==> config.mk <==
export PLATFORM = sky130hd
export DESIGN_NAME = audio_pwm_sink
export DESIGN_NICKNAME = d
export VERILOG_FILES = /design/src/rtl/audio_pwm_sink_pkg.sv /design/src/rtl/audio_pwm_sink_sync_fifo.sv /design/src/rtl/audio_pwm_sink.sv
export SDC_FILE = /design/constraint.sdc
export NUM_CORES = 1
export LEC_CHECK = 0
export ABC_CLOCK_PERIOD_IN_PS = 2800
export CORE_UTILIZATION = 52
export CTS_CLUSTER_DIAMETER = 200
export DETAILED_ROUTE_END_ITERATION = 16
export PLACE_DENSITY = 0.75
export SLEW_MARGIN = 20
export SYNTH_ARGS = -nofsm -noshare
export SYNTH_HDL_FRONTEND = slang
export SYNTH_HIERARCHICAL = 1
export SYNTH_SLANG_ARGS = --single-unit
==> constraint.sdc <==
create_clock -name i_clk -period 2.8 [get_ports i_clk]
set_input_delay 0.28 -clock i_clk [delete_from_list [all_inputs] [get_ports i_clk]]
set_output_delay 0.28 -clock i_clk [all_outputs]
set_load 0.02 [all_outputs]
==> src/rtl/audio_pwm_sink_pkg.sv <==
// rtl/audio_pwm_sink_pkg.sv - shared audio channel widths, defaults and helpers
package audio_pwm_sink_pkg;

    localparam int SAMPLE_W  = 8;
    localparam int CARRIER_W = 8;

    localparam logic [SAMPLE_W-1:0]  IDLE_DUTY_DEFAULT = 8'h80;
    localparam logic [CARRIER_W-1:0] CARRIER_MAX       = '1;

    typedef logic [SAMPLE_W-1:0] sample_t;

    function automatic logic [7:0] sat_inc8(input logic [7:0] value);
        return (value == 8'hFF) ? value : value + 8'd1;
    endfunction

endpackage

==> src/rtl/audio_pwm_sink_sync_fifo.sv <==
// rtl/audio_pwm_sink_sync_fifo.sv - single-clock FIFO with fall-through head and level count
module sync_fifo #(
    parameter int WIDTH = 8,
    parameter int DEPTH = 8
) (
    input  logic                     clk,
    input  logic                     rst_n,
    input  logic                     push,
    input  logic                     pop,
    input  logic [WIDTH-1:0]         din,
    output logic [WIDTH-1:0]         dout,
    output logic                     full,
    output logic                     empty,
    output logic [$clog2(DEPTH):0]   level
);

    localparam int AW = $clog2(DEPTH);

    logic [WIDTH-1:0] mem [DEPTH];
    logic [AW-1:0]    wr_ptr;
    logic [AW-1:0]    rd_ptr;
    logic             do_pop;
    logic             do_push;

    assign empty = (level == '0);
    assign full  = (level == (AW+1)'(DEPTH));
    assign dout  = mem[rd_ptr];

    // A pop on empty is ignored; a pop on full frees the slot the push takes.
    assign do_pop  = pop && !empty;
    assign do_push = push && (!full || do_pop);

    always_ff @(posedge clk or negedge rst_n) begin
        if (!rst_n) begin
            wr_ptr <= '0;
            rd_ptr <= '0;
            level  <= '0;
        end else begin
            if (do_push) wr_ptr <= wr_ptr + AW'(1);
            if (do_pop)  rd_ptr <= rd_ptr + AW'(1);
            case ({do_push, do_pop})
                2'b10:   level <= level + (AW+1)'(1);
                2'b01:   level <= level - (AW+1)'(1);
                default: level <= level;
            endcase
        end
    end

    always_ff @(posedge clk) begin
        if (do_push) mem[wr_ptr] <= din;
    end

endmodule

==> src/rtl/audio_pwm_sink.sv <==
// rtl/audio_pwm_sink.sv - buffered 8-bit PWM audio output with frame-synchronous sample updates
module audio_pwm_sink
    import audio_pwm_sink_pkg::*;
#(
    parameter int                  FIFO_DEPTH = 8,
    parameter logic [SAMPLE_W-1:0] IDLE_DUTY  = IDLE_DUTY_DEFAULT
) (
    input  logic                          i_clk,
    input  logic                          i_rst_n,
    input  logic                          i_enable,
    input  logic                          i_sample_valid,
    input  logic [SAMPLE_W-1:0]           i_sample,
    output logic                          o_pwm,
    output logic [SAMPLE_W-1:0]           o_duty,
    output logic [$clog2(FIFO_DEPTH):0]   o_fifo_level,
    output logic                          o_underrun,
    output logic [7:0]                    o_overflow_count
);

    logic [CARRIER_W-1:0] cnt;
    sample_t              duty;
    sample_t              head;
    logic                 fifo_full;
    logic                 fifo_empty;
    logic                 frame_end;
    logic                 pop_taken;
    logic                 drop;

    assign frame_end = i_enable && (cnt == CARRIER_MAX);
    assign pop_taken = frame_end && !fifo_empty;
    assign drop      = i_sample_valid && fifo_full && !pop_taken;
    assign o_duty    = duty;

    sync_fifo #(
        .WIDTH (SAMPLE_W),
        .DEPTH (FIFO_DEPTH)
    ) u_fifo (
        .clk   (i_clk),
        .rst_n (i_rst_n),
        .push  (i_sample_valid),
        .pop   (frame_end),
        .din   (i_sample),
        .dout  (head),
        .full  (fifo_full),
        .empty (fifo_empty),
        .level (o_fifo_level)
    );

    // The last carrier slot (cnt=255) is never high, so the duty swap there is glitch-free.
    always_ff @(posedge i_clk or negedge i_rst_n) begin
        if (!i_rst_n) begin
            cnt              <= '0;
            duty             <= IDLE_DUTY;
            o_pwm            <= 1'b0;
            o_underrun       <= 1'b0;
            o_overflow_count <= 8'd0;
        end else begin
            cnt        <= i_enable ? cnt + CARRIER_W'(1) : '0;
            o_pwm      <= i_enable && (cnt < duty);
            o_underrun <= frame_end && fifo_empty;
            if (pop_taken) duty <= head;
            if (drop) o_overflow_count <= sat_inc8(o_overflow_count);
        end
    end

endmodule
# Yosys cells after proc, flatten, opt, wreduce, memory -nomap -nowiden
# Memory sizes are Yosys's and may differ from the RTL's. A register that Yosys moved wholly into a read port is not among the register bits.
# Index checks and enable logic that the tools add are counted.
# op_classes
n_addsub	6
n_mul	0
div_mod_pow	0
magnitude_cmp	1
n_eq_ne	5
shifts	0
n_mux	4
n_bitwise	1
reduce_logical	15
# op_table
op	n
$add 8x1->8 const B	2
$eq 8x8->1 const B	2
$lt 8x8->1	1
$mux 8	1
$pmux 4 s2	1
$logic_and 1x1->1	7
$add 3x1->3 const B	2
$add 4x1->4 const B	1
$eq 4x4->1 const B	1
$logic_not 1->1	4
$logic_not 4->1	1
$sub 4x1->4 const B	1
$eq 2x1->1 const B	1
$eq 2x2->1 const B	1
$mux 1	2
$reduce_and 2->1	1
$reduce_bool 2->1	1
$logic_or 1x1->1	1
$not 1->1	1
# word_totals
regBits	28
latch_bits	0
ramBits	64
romBits	0
input_bits	12
out_inout_bits	22
n_memories	1
# memory_table
name	words	word_bits	read_ports	rd_ports_with_merged_regs	wr	line	text
u_fifo.mem	8	8	1	1	1	audio_pwm_sink_sync_fifo.sv:19	logic [WIDTH-1:0] mem [DEPTH];

# Depth between registers and ports, before layout
# Gate-level depths: netlist (run 1).
# logic_depth
depth_word	7
ltp_mapped	11
depth_no_buf	11

# By module
# The synthesis (run 1) kept the hierarchy.
# by_module_without_submodules
mod	instances	cells_per_inst	area_per_inst_um2	seq_area_each_um2
sync_fifo	1	164	3155.5	2172.1
audio_pwm_sink	1	123	1328.8	651.9

# Worst setup path before layout (run 1)
# Ideal clock, no wire load.
# synth_path
kind	flip-flop to flip-flop
from	register cnt[0]
to	register u_fifo.level[3]
arrival_time_ns	2.709
t_required_ns	2.731
path_slack_ns	0.022
stages_incl_launch_ff	12
cell_sequence	dfrtp_1 ha_1 nand4_2 nor2_1 o21ai_2 or2_2 inv_1 ha_1 or2_2 nand3_1 mux2_2 nand3b_1
# synth_via
elab_chain_len	7
elab_cells_between_ends	9
classes_between	eq/ne (3); mux (1); reduce/logical (5)
# synth_lines
element	line	text
from (decl)	audio_pwm_sink.sv:20	logic [CARRIER_W-1:0] cnt;
from (signal assigned)	audio_pwm_sink.sv:58	cnt <= i_enable ? cnt + CARRIER_W'(1) : '0;
$eq 8x8->1 *	audio_pwm_sink.sv:29	assign frame_end = i_enable && (cnt == CARRIER_MAX);
$logic_and 1x1->1 *	audio_pwm_sink.sv:29	
via frame_end	audio_pwm_sink.sv:25	logic frame_end;
$logic_and 1x1->1 *	audio_pwm_sink_sync_fifo.sv:30	assign do_pop = pop && !empty;
$logic_or 1x1->1	audio_pwm_sink_sync_fifo.sv:31	assign do_push = push && (!full || do_pop);
$logic_and 1x1->1	audio_pwm_sink_sync_fifo.sv:31	
$eq 2x1->1 or $eq 2x2->1 (tied branches)	audio_pwm_sink_sync_fifo.sv:41	case ({do_push, do_pop})
$pmux 4 s2 or $reduce_bool 2->1 (tied branches)	-	
to (signal assigned)	audio_pwm_sink_sync_fifo.sv:42	2'b10: level <= level + (AW+1)'(1);
to (signal assigned)	audio_pwm_sink_sync_fifo.sv:43	2'b01: level <= level - (AW+1)'(1);
to (signal assigned)	audio_pwm_sink_sync_fifo.sv:44	default: level <= level;
to (decl)	audio_pwm_sink_sync_fifo.sv:14	output logic [$clog2(DEPTH):0] level
# Mark *: on every way through the listed nets, which the timed path passes. The rest lies on a longest branch.
# A chain may end at the register's enable or synchronous reset.

# Worst setup path in the final report (run 1)
# Ends and elaborated chain as after synthesis.

==> results of run 1 <==
## power by group
group	switching (mW)	total (mW)	internal, mW
clock network	0.544	0.989	0.445
logic	0.387	0.722	0.335
registers	0.125	1.91	1.78
total	1.06	3.62	2.56
## per-stage QoR
step                std cells  instance area, µm²  hold slack, ns
floorplan                 287                4484        -0.01559
global placement          433                4996          0.4125
detailed placement        433                4996          0.4247
CTS                       449                5223         0.01318
global route              449                5223         0.03902
finish                    449                5223       -0.008347
## layer usage
| metal | part of all wire [%] | wire, µm | GRT usage, % | vias to the layer above |
|---|---|---|---|---|
| li1 | - | - | - | 1179 |
| met3 | 2.9 | 222 | 5.475 | 6 |
| met2 | 51 | 3885 | 33.39 | 40 |
| met1 | 45 | 3469 | 23.61 | 1214 |
| met4 | 0.97 | 74 | 5.556 | 0 |
| met5 | 0 | 0 | 0 | - |
## flip-flops by register name, summed over array words and instances (netlist names)
signal / flops
o_overflow_count: 8
cnt: 8
o_pwm: 1
o_underrun: 1
u_fifo/rd_ptr: 3
o_duty: 8
u_fifo/wr_ptr: 3
u_fifo/level: 4
u_fifo/mem: 64
## cell families (layout without fill, tap and decap cells)
kind of cell,count (synthesis),in the layout,share of synthesized area (%)
AO/OA/AOI/OAI,22,22,4.046
AND/OR/NAND/NOR,79,79,9.207
flip-flops,100,100,62.97
adder cells (fa/ha/maj),14,14,4.074
multiplexers,33,33,13.76
buffers and inverters,22,79,2.622
XOR/XNOR,17,17,3.320
## final timing paths
check | from | end | slack [ns] | cells after the start
setup / recovery | cnt[0] | u_fifo/level[3] | 0.22 | 11
hold / removal | i_rst_n | cnt[6] | -0.008 | 1
setup reg to reg | cnt[0] | u_fifo/level[3] | 0.22 | 11
hold reg to reg | cnt[0] | cnt[0] | 0.51 | 1
max in group asynchronous | i_rst_n | u_fifo/level[3] | 2.31 | 1
min in group i_clk | cnt[0] | cnt[0] | 0.51 | 1
## final cells by class
cell class	instances	area (µm²)	area share, %
Multi-Input combinational cell	165	1543	29.54
Sequential cell	100	2824	54.07
Inverter	14	52.55	1.006
Clock inverter	7	102.6	1.965
Timing Repair Buffer	49	445.4	8.529
Clock buffer	9	123.9	2.372
Tap cell	105	131.4	2.516
## cell usage in the layout, fill, tap and decap left out, drive strengths merged, types with 2 or more instances in the layout
cell and count:
nand2 22, mux2i 2, and3 2, xor2 8, dfrtp 35, o22ai 2
nor4 2, clkinv 3, clkdlybuf4s50 32, edfxtp 64, o21a 2, clkbuf 9
xnor2 9, or3 3, nand2b 6, nor2 14, or2 2, nand4 3
and2 9, o21ai 10, nand3 7, buf 17, inv 17, mux4 16
ha 13, nor3 6, mux2 15, a211o 2, a21o 2
## worst max-delay path, delay by kind of cell (launching register included)
family                   cells  cell delay [ns]
AND/OR/NAND/NOR              5             0.80
adder cells (fa/ha/maj)      2             0.48
flip-flops                   1             0.41
AO/OA/AOI/OAI                2             0.40
multiplexers                 1             0.33
buffers and inverters        1             0.08
==> impl_metrics.env, run 1 <==
export IMPL_rsz0062_at_grt="no"
export IMPL_fmaxAchievable_mhz=388.1
export IMPL_power_leakage_nw=2.081
export IMPL_drtPass1Iterations=4
export IMPL_ctsRootBufferMaster="clkbuf_8"
export IMPL_min_period_ns=2.577
export IMPL_final_hold_violation_count=22
export IMPL_finalCritPeriodShare_pct=92.03
export IMPL_synthesis_nets=313
export IMPL_avgSynthCellArea_um2=15.62
export IMPL_drc=0
export IMPL_ir_drop_mv=0.4738
export IMPL_yosysTopAreaCell="edfxtp_1"
export IMPL_cts_tree="built"
export IMPL_grt_pass1_vias=2500
export IMPL_synth_top_area_share_pct=42.86
export IMPL_fin_setup_tns_ns=0
export IMPL_die_x_um=94.87
export IMPL_setup_ws_ns=0.2232
export IMPL_crit_top_cell="ha_1"
export IMPL_antenna_found_initial=0
export IMPL_die_h_um=94.87
export IMPL_grt_max_degree=37
export IMPL_ctsHoldBuffers=0
export IMPL_synth_seq_cells=100
export IMPL_io_pins=34
export IMPL_setup_viol=0
export IMPL_path_clk_slew_ns=0.11
export IMPL_nets=365
export IMPL_synth_cell_types=46
export IMPL_power_density_mw_per_mm2=693.2
export IMPL_nFillCells=622
export IMPL_synthArstFlopShare_pct=36.00
export IMPL_max_stage_delay_ns=0.41
export IMPL_cts_resized=0
export IMPL_core_area_mm2=0.008299
export IMPL_wl_per_cell_um=17.04
export IMPL_required_ns=3.10
export IMPL_cts_inserted_buffers=9
export IMPL_fin_util_pct=62.93
export IMPL_critPathKind="register to register"
export IMPL_totalPowerFinal_mw=3.620
export IMPL_netlist_area_mm2=0.004484
export IMPL_place_hpwl_um=5217
export IMPL_violations="negative hold slack"
export IMPL_cts_sinks=100
export IMPL_status="finished, violations left"
export IMPL_slowest_stage="dfrtp_1"
export IMPL_synthCells=287
export IMPL_synth_area_leaders="edfxtp_1 43%, dfrtp_1 20%, mux4_1 9.4%, ha_1 3.6%, mux2_2 2.8%"
export IMPL_place_congestion=0.7826
export IMPL_die_area_mm2=0.008999
export IMPL_max_cap_violations=0
export IMPL_grt_overflow_total=0
export IMPL_num_vias=2439
export IMPL_postRouteAntennaNets=0
export IMPL_num_antenna_cells=0
export IMPL_grt_pass1_wl_um=12470
export IMPL_end_kind="register"
export IMPL_min_path_type="input pin to async pin"
export IMPL_synthToLayoutAreaGrowth_pct=16.46
export IMPL_max_clock_path_buffers=2
export IMPL_crit_path_start_kind="register"
export IMPL_yosysMostFrequentCell="edfxtp_1"
export IMPL_dp_slack_ns=0.1077
export IMPL_skew_ns=0.009239
export IMPL_wirelength_um=7652
export IMPL_worstSkewPairLatency_ns=0.36
export IMPL_synth_main_ff_cell="edfxtp_1"
export IMPL_start_util_pct=54.03
export IMPL_ys_seq_area_share_pct=62.97
export IMPL_crit_chain="ha_1, nand4_2, nor2_1, o21ai_2, or2_2, inv_1, ha_1, a211o_1, nand3_1, mux2_2, nand3b_1"
export IMPL_cp_max_fo=5
export IMPL_vias_per_cell=5.432
export IMPL_drive_gt1_share_pct=16.86
export IMPL_slew_limit_headroom_pct=45.02
export IMPL_whs_ns=-0.008347
export IMPL_arrival_ns=2.88
export IMPL_synth_edff_count=64
export IMPL_dr_first_iter_drc_count=66
export IMPL_track_usage_pct=19.32
export IMPL_row_count=33
export IMPL_yosys_top_cells_count="64 x edfxtp_1, 35 x dfrtp_1, 22 x nand2_1"
export IMPL_ys_warn_count=6
export IMPL_worst_slew_pin_slew_ns=0.8202
export IMPL_final_max_slew_viol_count=0
export IMPL_numPortBuffers=33
export IMPL_cts_setup_buffers=0
export IMPL_cts_htree_levels=3
No activity file was read; power rests on OpenSTA's default activity.
==> run 2: changes to the inputs <==
--- a/config.mk
+++ b/config.mk
@@ -10,7 +10,7 @@
 export CTS_CLUSTER_DIAMETER = 200
 export DETAILED_ROUTE_END_ITERATION = 16
 export PLACE_DENSITY = 0.75
-export SLEW_MARGIN = 20
+export SLEW_MARGIN = 15
 export SYNTH_ARGS = -nofsm -noshare
 export SYNTH_HDL_FRONTEND = slang
 export SYNTH_HIERARCHICAL = 1
==> constraint.sdc (replaced) <==
create_clock -name i_clk -period 2.8 [get_ports i_clk]
set_input_delay 0.56 -clock i_clk [delete_from_list [all_inputs] [get_ports i_clk]]
set_output_delay 0.56 -clock i_clk [all_outputs]
set_load 0.02 [all_outputs]
==> run 2 against run 1 <==
  * The run now ends clean
  * Largest cell class unchanged
  * Sequential power is essentially flat
  * Critical endpoint unchanged
  * Non-clock buffer count grew 5
  * Utilization grew 0.42 points
  * Sequential share of layout area shrank 0.36 points
  * Die area is the same
  * Clock power is essentially flat
  * Critical path depth is the same
  * Fmax grew 0.60%
==> impl_metrics.env, run 2 (synthesized netlist as in run 1, its figures left out) <==
export IMPL_ctsRootBufferMaster="clkbuf_8"
export IMPL_totalPowerFinal_mw=3.654
export IMPL_final_max_slew_viol_count=0
export IMPL_synthToLayoutAreaGrowth_pct=17.24
export IMPL_regMostFlops="u_fifo/mem"
export IMPL_finalCritPeriodShare_pct=91.48
export IMPL_min_path_type="input pin to async pin"
export IMPL_ctsHoldBuffers=0
export IMPL_core_area_mm2=0.008299
export IMPL_grt_pass1_wl_um=12730
export IMPL_slew_limit_headroom_pct=46.68
export IMPL_arrival_ns=2.87
export IMPL_cts_tree="built"
export IMPL_fmaxAchievable_mhz=390.4
export IMPL_num_vias=2487
export IMPL_grt_pass1_vias=2519
export IMPL_grt_overflow_total=0
export IMPL_power_leakage_nw=2.107
export IMPL_row_count=33
export IMPL_die_h_um=94.87
export IMPL_cts_resized=0
export IMPL_dpl_instance_area_mm2=0.005034
export IMPL_final_cell_mix="64 x edfxtp_1, 35 x dfrtp_1, 32 x clkdlybuf4s50_1"
export IMPL_nFillCells=608
export IMPL_postRouteAntennaNets=0
export IMPL_max_clock_path_buffers=2
export IMPL_cts_setup_buffers=0
export IMPL_place_hpwl_um=5338
export IMPL_drc=0
export IMPL_layout_cells_most_common="edfxtp_1"
export IMPL_cts_inserted_buffers=9
export IMPL_cp_max_fo=5
export IMPL_worst_slew_pin_slew_ns=0.7999
export IMPL_required_ns=3.11
export IMPL_path_clk_slew_ns=0.11
export IMPL_status="finished, final reports clean"
export IMPL_nets=370
export IMPL_dp_slack_ns=-0.1361
export IMPL_ff_latch_area_mm2=0.002824
export IMPL_ir_drop_mv=0.4524
export IMPL_place_congestion=0.7888
export IMPL_die_area_mm2=0.008999
export IMPL_drtPass1Iterations=4
export IMPL_skew_ns=0.01427
export IMPL_grt_max_degree=37
export IMPL_io_pins=34
export IMPL_reg2reg_from="cnt[0]"
export IMPL_num_antenna_cells=0
export IMPL_dr_first_iter_drc_count=78
export IMPL_rsz0062_at_grt="no"
export IMPL_largest_register_ffs=64
export IMPL_start_util_pct=54.03
export IMPL_numPortBuffers=33
export IMPL_power_density_mw_per_mm2=695.0
export IMPL_wirelength_um=8003
export IMPL_setup_viol=0
export IMPL_wl_per_cell_um=17.63
export IMPL_antenna_found_initial=0
export IMPL_vias_per_cell=5.478
export IMPL_cts_sinks=100
export IMPL_setup_ws_ns=0.2386
export IMPL_finalInstanceArea_mm2=0.005258
export IMPL_multiInputGateArea_mm2=0.001543
export IMPL_crit_start="cnt[0]"
export IMPL_critPathKind="register to register"
export IMPL_min_period_ns=2.561
export IMPL_end_kind="register"
export IMPL_crit_path_start_kind="register"
export IMPL_final_hold_violation_count=0
export IMPL_cts_htree_levels=3
export IMPL_max_cap_violations=0
export IMPL_die_x_um=94.87
export IMPL_track_usage_pct=19.84
export IMPL_drive_gt1_share_pct=18.05
export IMPL_worstSkewPairLatency_ns=0.37
[run 2: changes by cell type in the layout (fill, tap and decap cells not counted), sizes merged]
cell,before,now
buf,17,22
clkinv,3,2
inv,17,18
[run 2: final cells by class]
class	instances	share of cell area [%]
clock buffers	9	2.356
clock inverters	7	1.904
inverters	14	0.9995
multi-input cells	165	29.34
flip-flops and latches	100	53.71
well taps	105	2.499
repair buffers	54	9.186
[run 2: final timing paths]
check,endpoint,slack (ns),cells past startpoint
worst max-delay path,u_fifo/level[3],0.24,11
worst max register to register,u_fifo/level[3],0.24,11
worst min register to register,o_overflow_count[5],0.52,1
max in group asynchronous,u_fifo/rd_ptr[1],2.03,1
worst min-delay path,cnt[5],0.26,1
min in group i_clk,o_overflow_count[5],0.52,1
[run 2: power breakdown]
| part | leakage (nW) | internal [mW] | switching [mW] |
|---|---|---|---|
| Combinational | 0.967 | 0.348 | 0.388 |
| Clock | 0.114 | 0.447 | 0.558 |
| Sequential | 1.03 | 1.78 | 0.128 |
[run 2: metrics by stage]
stage	utilization, %	instances	hold WS [ns]	setup TNS (ns)
6_report	63.35	454	0.2551	0
5_1_grt	63.35	454	0.3168	0
4_1_cts	63.35	454	0.2880	0
3_5_place_dp	60.65	438	0.5039	-0.1361
3_3_place_gp	60.65	438	0.4948	-0.09014
2_1_floorplan	-	287	0.2644	0
[run 2: routing by layer]
metal | GRT usage, % | wire [µm]
met5 | 0 | 0
met4 | 7.197 | 121
met3 | 4.589 | 257
met2 | 33.81 | 4049
met1 | 24.73 | 3575
[run 2: worst max-delay path, cell delays in order, from the launching register on]
cell and delay [ns]:
dfrtp_1 0.43, ha_1 0.25, nand4_2 0.11, nor2_1 0.20, o21ai_2 0.08, or2_2 0.29, inv_1 0.08, ha_1 0.22
a211o_1 0.31, nand3_1 0.11, mux2_2 0.33, nand3b_1 0.07
==> run 3: changes to the inputs <==
--- a/config.mk
+++ b/config.mk
@@ -6,6 +6,7 @@
 export NUM_CORES = 1
 export LEC_CHECK = 0
 export ABC_CLOCK_PERIOD_IN_PS = 2800
+export CORE_MARGIN = 5
 export CORE_UTILIZATION = 52
 export CTS_CLUSTER_DIAMETER = 200
 export DETAILED_ROUTE_END_ITERATION = 16
==> constraint.sdc (replaced) <==
create_clock -name i_clk -period 2.8 [get_ports i_clk]
set_input_delay 0.56 -clock i_clk [delete_from_list [all_inputs] [get_ports i_clk]]
set_output_delay 0.56 -clock i_clk [all_outputs]
set_load 0.005 [all_outputs]
==> run 3 against run 2 <==
  * Critical path depth unchanged
  * Global-route usage decreased by 3.9 points
  * Utilization decreased by 0.39 points
  * Cell area decreased by 0.62%
  * Non-clock buffer count unchanged
  * Largest cell class unchanged
  * Largest power group unchanged
==> impl_metrics.env, run 3 (synthesized netlist as in run 1, its figures left out) <==
export IMPL_setup_viol=0
export IMPL_power_leakage_nw=2.088
export IMPL_max_clock_path_buffers=2
export IMPL_die_x_um=102.9
export IMPL_whs_ns=0.2777
export IMPL_power_density_mw_per_mm2=664.9
export IMPL_max_stage_delay_ns=0.50
export IMPL_core_area_mm2=0.008299
export IMPL_end_kind="register"
export IMPL_grt_util_met3_pct=3.721
export IMPL_largest_register_ffs=64
export IMPL_nFillCells=621
export IMPL_ctsRootBufferMaster="clkbuf_8"
export IMPL_final_max_slew_viol_count=0
export IMPL_rsz0062_at_grt="no"
export IMPL_grt_pass1_wl_um=12550
export IMPL_die_h_um=102.9
export IMPL_place_congestion=0.8087
export IMPL_synthToLayoutAreaGrowth_pct=16.52
export IMPL_sw_frac_of_total_pct=28.64
export IMPL_cts_inserted_buffers=9
export IMPL_num_antenna_cells=0
export IMPL_numPortBuffers=33
export IMPL_fmaxAchievable_mhz=378.2
export IMPL_drive_gt1_share_pct=17.77
export IMPL_fin_util_pct=62.96
export IMPL_postRouteAntennaNets=0
export IMPL_combinationalPowerShare_pct=19.7
export IMPL_multiInputGateArea_mm2=0.001543
export IMPL_grtUsageMet1_pct=20.67
export IMPL_power_frac_clock_pct=25.4
export IMPL_nets=370
export IMPL_final_hold_violation_count=0
export IMPL_final_cell_mix="64 x edfxtp_1, 35 x dfrtp_1, 32 x clkdlybuf4s50_1"
export IMPL_dp_slack_ns=-0.1608
export IMPL_ff_latch_area_mm2=0.002824
export IMPL_min_path_type="input pin to async pin"
export IMPL_power_net_switching_uw=995.1
export IMPL_top_usage_layer="met2"
export IMPL_start_util_pct=54.03
export IMPL_ctsHoldBuffers=0
export IMPL_num_vias=2457
export IMPL_finalCritPeriodShare_pct=94.43
export IMPL_grt_pass1_vias=2518
export IMPL_cp_max_fo=2
export IMPL_cts_tree="built"
export IMPL_final_cells=454
export IMPL_use_met2_pct=27.36
export IMPL_drc=0
export IMPL_path_clk_slew_ns=0.10
export IMPL_min_period_ns=2.644
export IMPL_row_count=33
export IMPL_cts_htree_levels=3
export IMPL_drtPass1Iterations=4
export IMPL_critPathKind="input pin to register"
export IMPL_grt_overflow_total=0
export IMPL_totalPowerFinal_mw=3.474
export IMPL_cts_setup_buffers=0
export IMPL_vias_per_cell=5.412
export IMPL_crit_chain="clkdlybuf4s50_1, nand4_2, nor2_1, o21ai_2, or2_2, inv_1, ha_1, a211o_1, nand3_1, mux2_2, nand3b_1"
export IMPL_slowest_stage="clkdlybuf4s50_1"
export IMPL_place_hpwl_um=5277
export IMPL_cts_resized=0
export IMPL_arrival_ns=2.94
export IMPL_reg2reg_from="cnt[0]"
export IMPL_io_pins=34
export IMPL_skew_ns=0.008848
export IMPL_die_area_mm2=0.01058
export IMPL_internal_power_mw=2.479
export IMPL_worst_slew_pin_slew_ns=0.8014
export IMPL_cts_sinks=100
export IMPL_worstSkewPairLatency_ns=0.36
export IMPL_ir_drop_mv=0.4301
export IMPL_track_usage_pct=15.97
export IMPL_max_cap_violations=0
export IMPL_required_ns=3.10
export IMPL_crit_start="i_enable"
export IMPL_wl_per_cell_um=17.13
export IMPL_antenna_found_initial=0
export IMPL_grt_max_degree=37
export IMPL_slew_limit_headroom_pct=46.57
export IMPL_dr_first_iter_drc_count=74
export IMPL_status="finished, final reports clean"
export IMPL_crit_path_start_kind="input pin"
export IMPL_placed_cells=438
export IMPL_wirelength_um=7775
export IMPL_setup_ws_ns=0.1559
export IMPL_layout_cells_most_common="edfxtp_1"
export IMPL_regMostFlops="u_fifo/mem"
export IMPL_p_seq_share_pct=54.9
==> run 3: changes by cell type in the layout (fill, tap and decap cells not counted), sizes merged <==
cell and delta:
bufinv -1, clkinvlp +1
==> run 3: final cells by class <==
class | count | share of cell area, %
flip-flops and latches | 100 | 54.05
multi-input cells | 165 | 29.53
repair buffers | 54 | 9.243
well taps | 105 | 2.514
clock buffers | 9 | 2.371
clock inverters | 7 | 1.293
inverters | 14 | 1.006
==> run 3: through the flow <==
step	setup TNS [ns]	instance area [µm²]
6_report	0	5225
5_1_grt	0	5225
4_1_cts	0	5225
3_5_place_dp	-0.1608	5034
3_3_place_gp	-0.1040	5034
2_1_floorplan	0	4484
==> run 3: path summary, 6_finish.rpt <==
| check | end | slack [ns] | cells past startpoint |
|---|---|---|---|
| max | u_fifo/level[3] | 0.16 | 11 |
| min | cnt[3] | 0.28 | 1 |
| max reg2reg | u_fifo/level[3] | 0.22 | 11 |
| min reg2reg | cnt[0] | 0.51 | 1 |
| max in group asynchronous | u_fifo/wr_ptr[2] | 2.02 | 1 |
| min in group i_clk | cnt[0] | 0.51 | 1 |
==> run 3: power groups by stage <==
stage               Clock, mW  Combinational [mW]  Sequential, mW
floorplan                   0               0.394            1.91
global route            0.972               0.749            1.93
finish                  0.883               0.684            1.91
CTS                     0.914               0.693            1.91
detailed placement          0               0.687            1.94
global placement            0               0.662            1.93
==> run 3: per-layer routing <==
layer / vias up / routed length (µm)
met3: 9 / 336
met1: 1215 / 3453
li1: 1187 / -
met5: - / 0
met4: 0 / 86
met2: 46 / 3899
==> run 3: critical path: cells and delay by family <==
kind                     cells  cell delay, ns
multiplexers                 1            0.33
adder cells (fa/ha/maj)      1            0.25
buffers and inverters        2            0.60
AND/OR/NAND/NOR              5            0.79
AO/OA/AOI/OAI                2            0.40
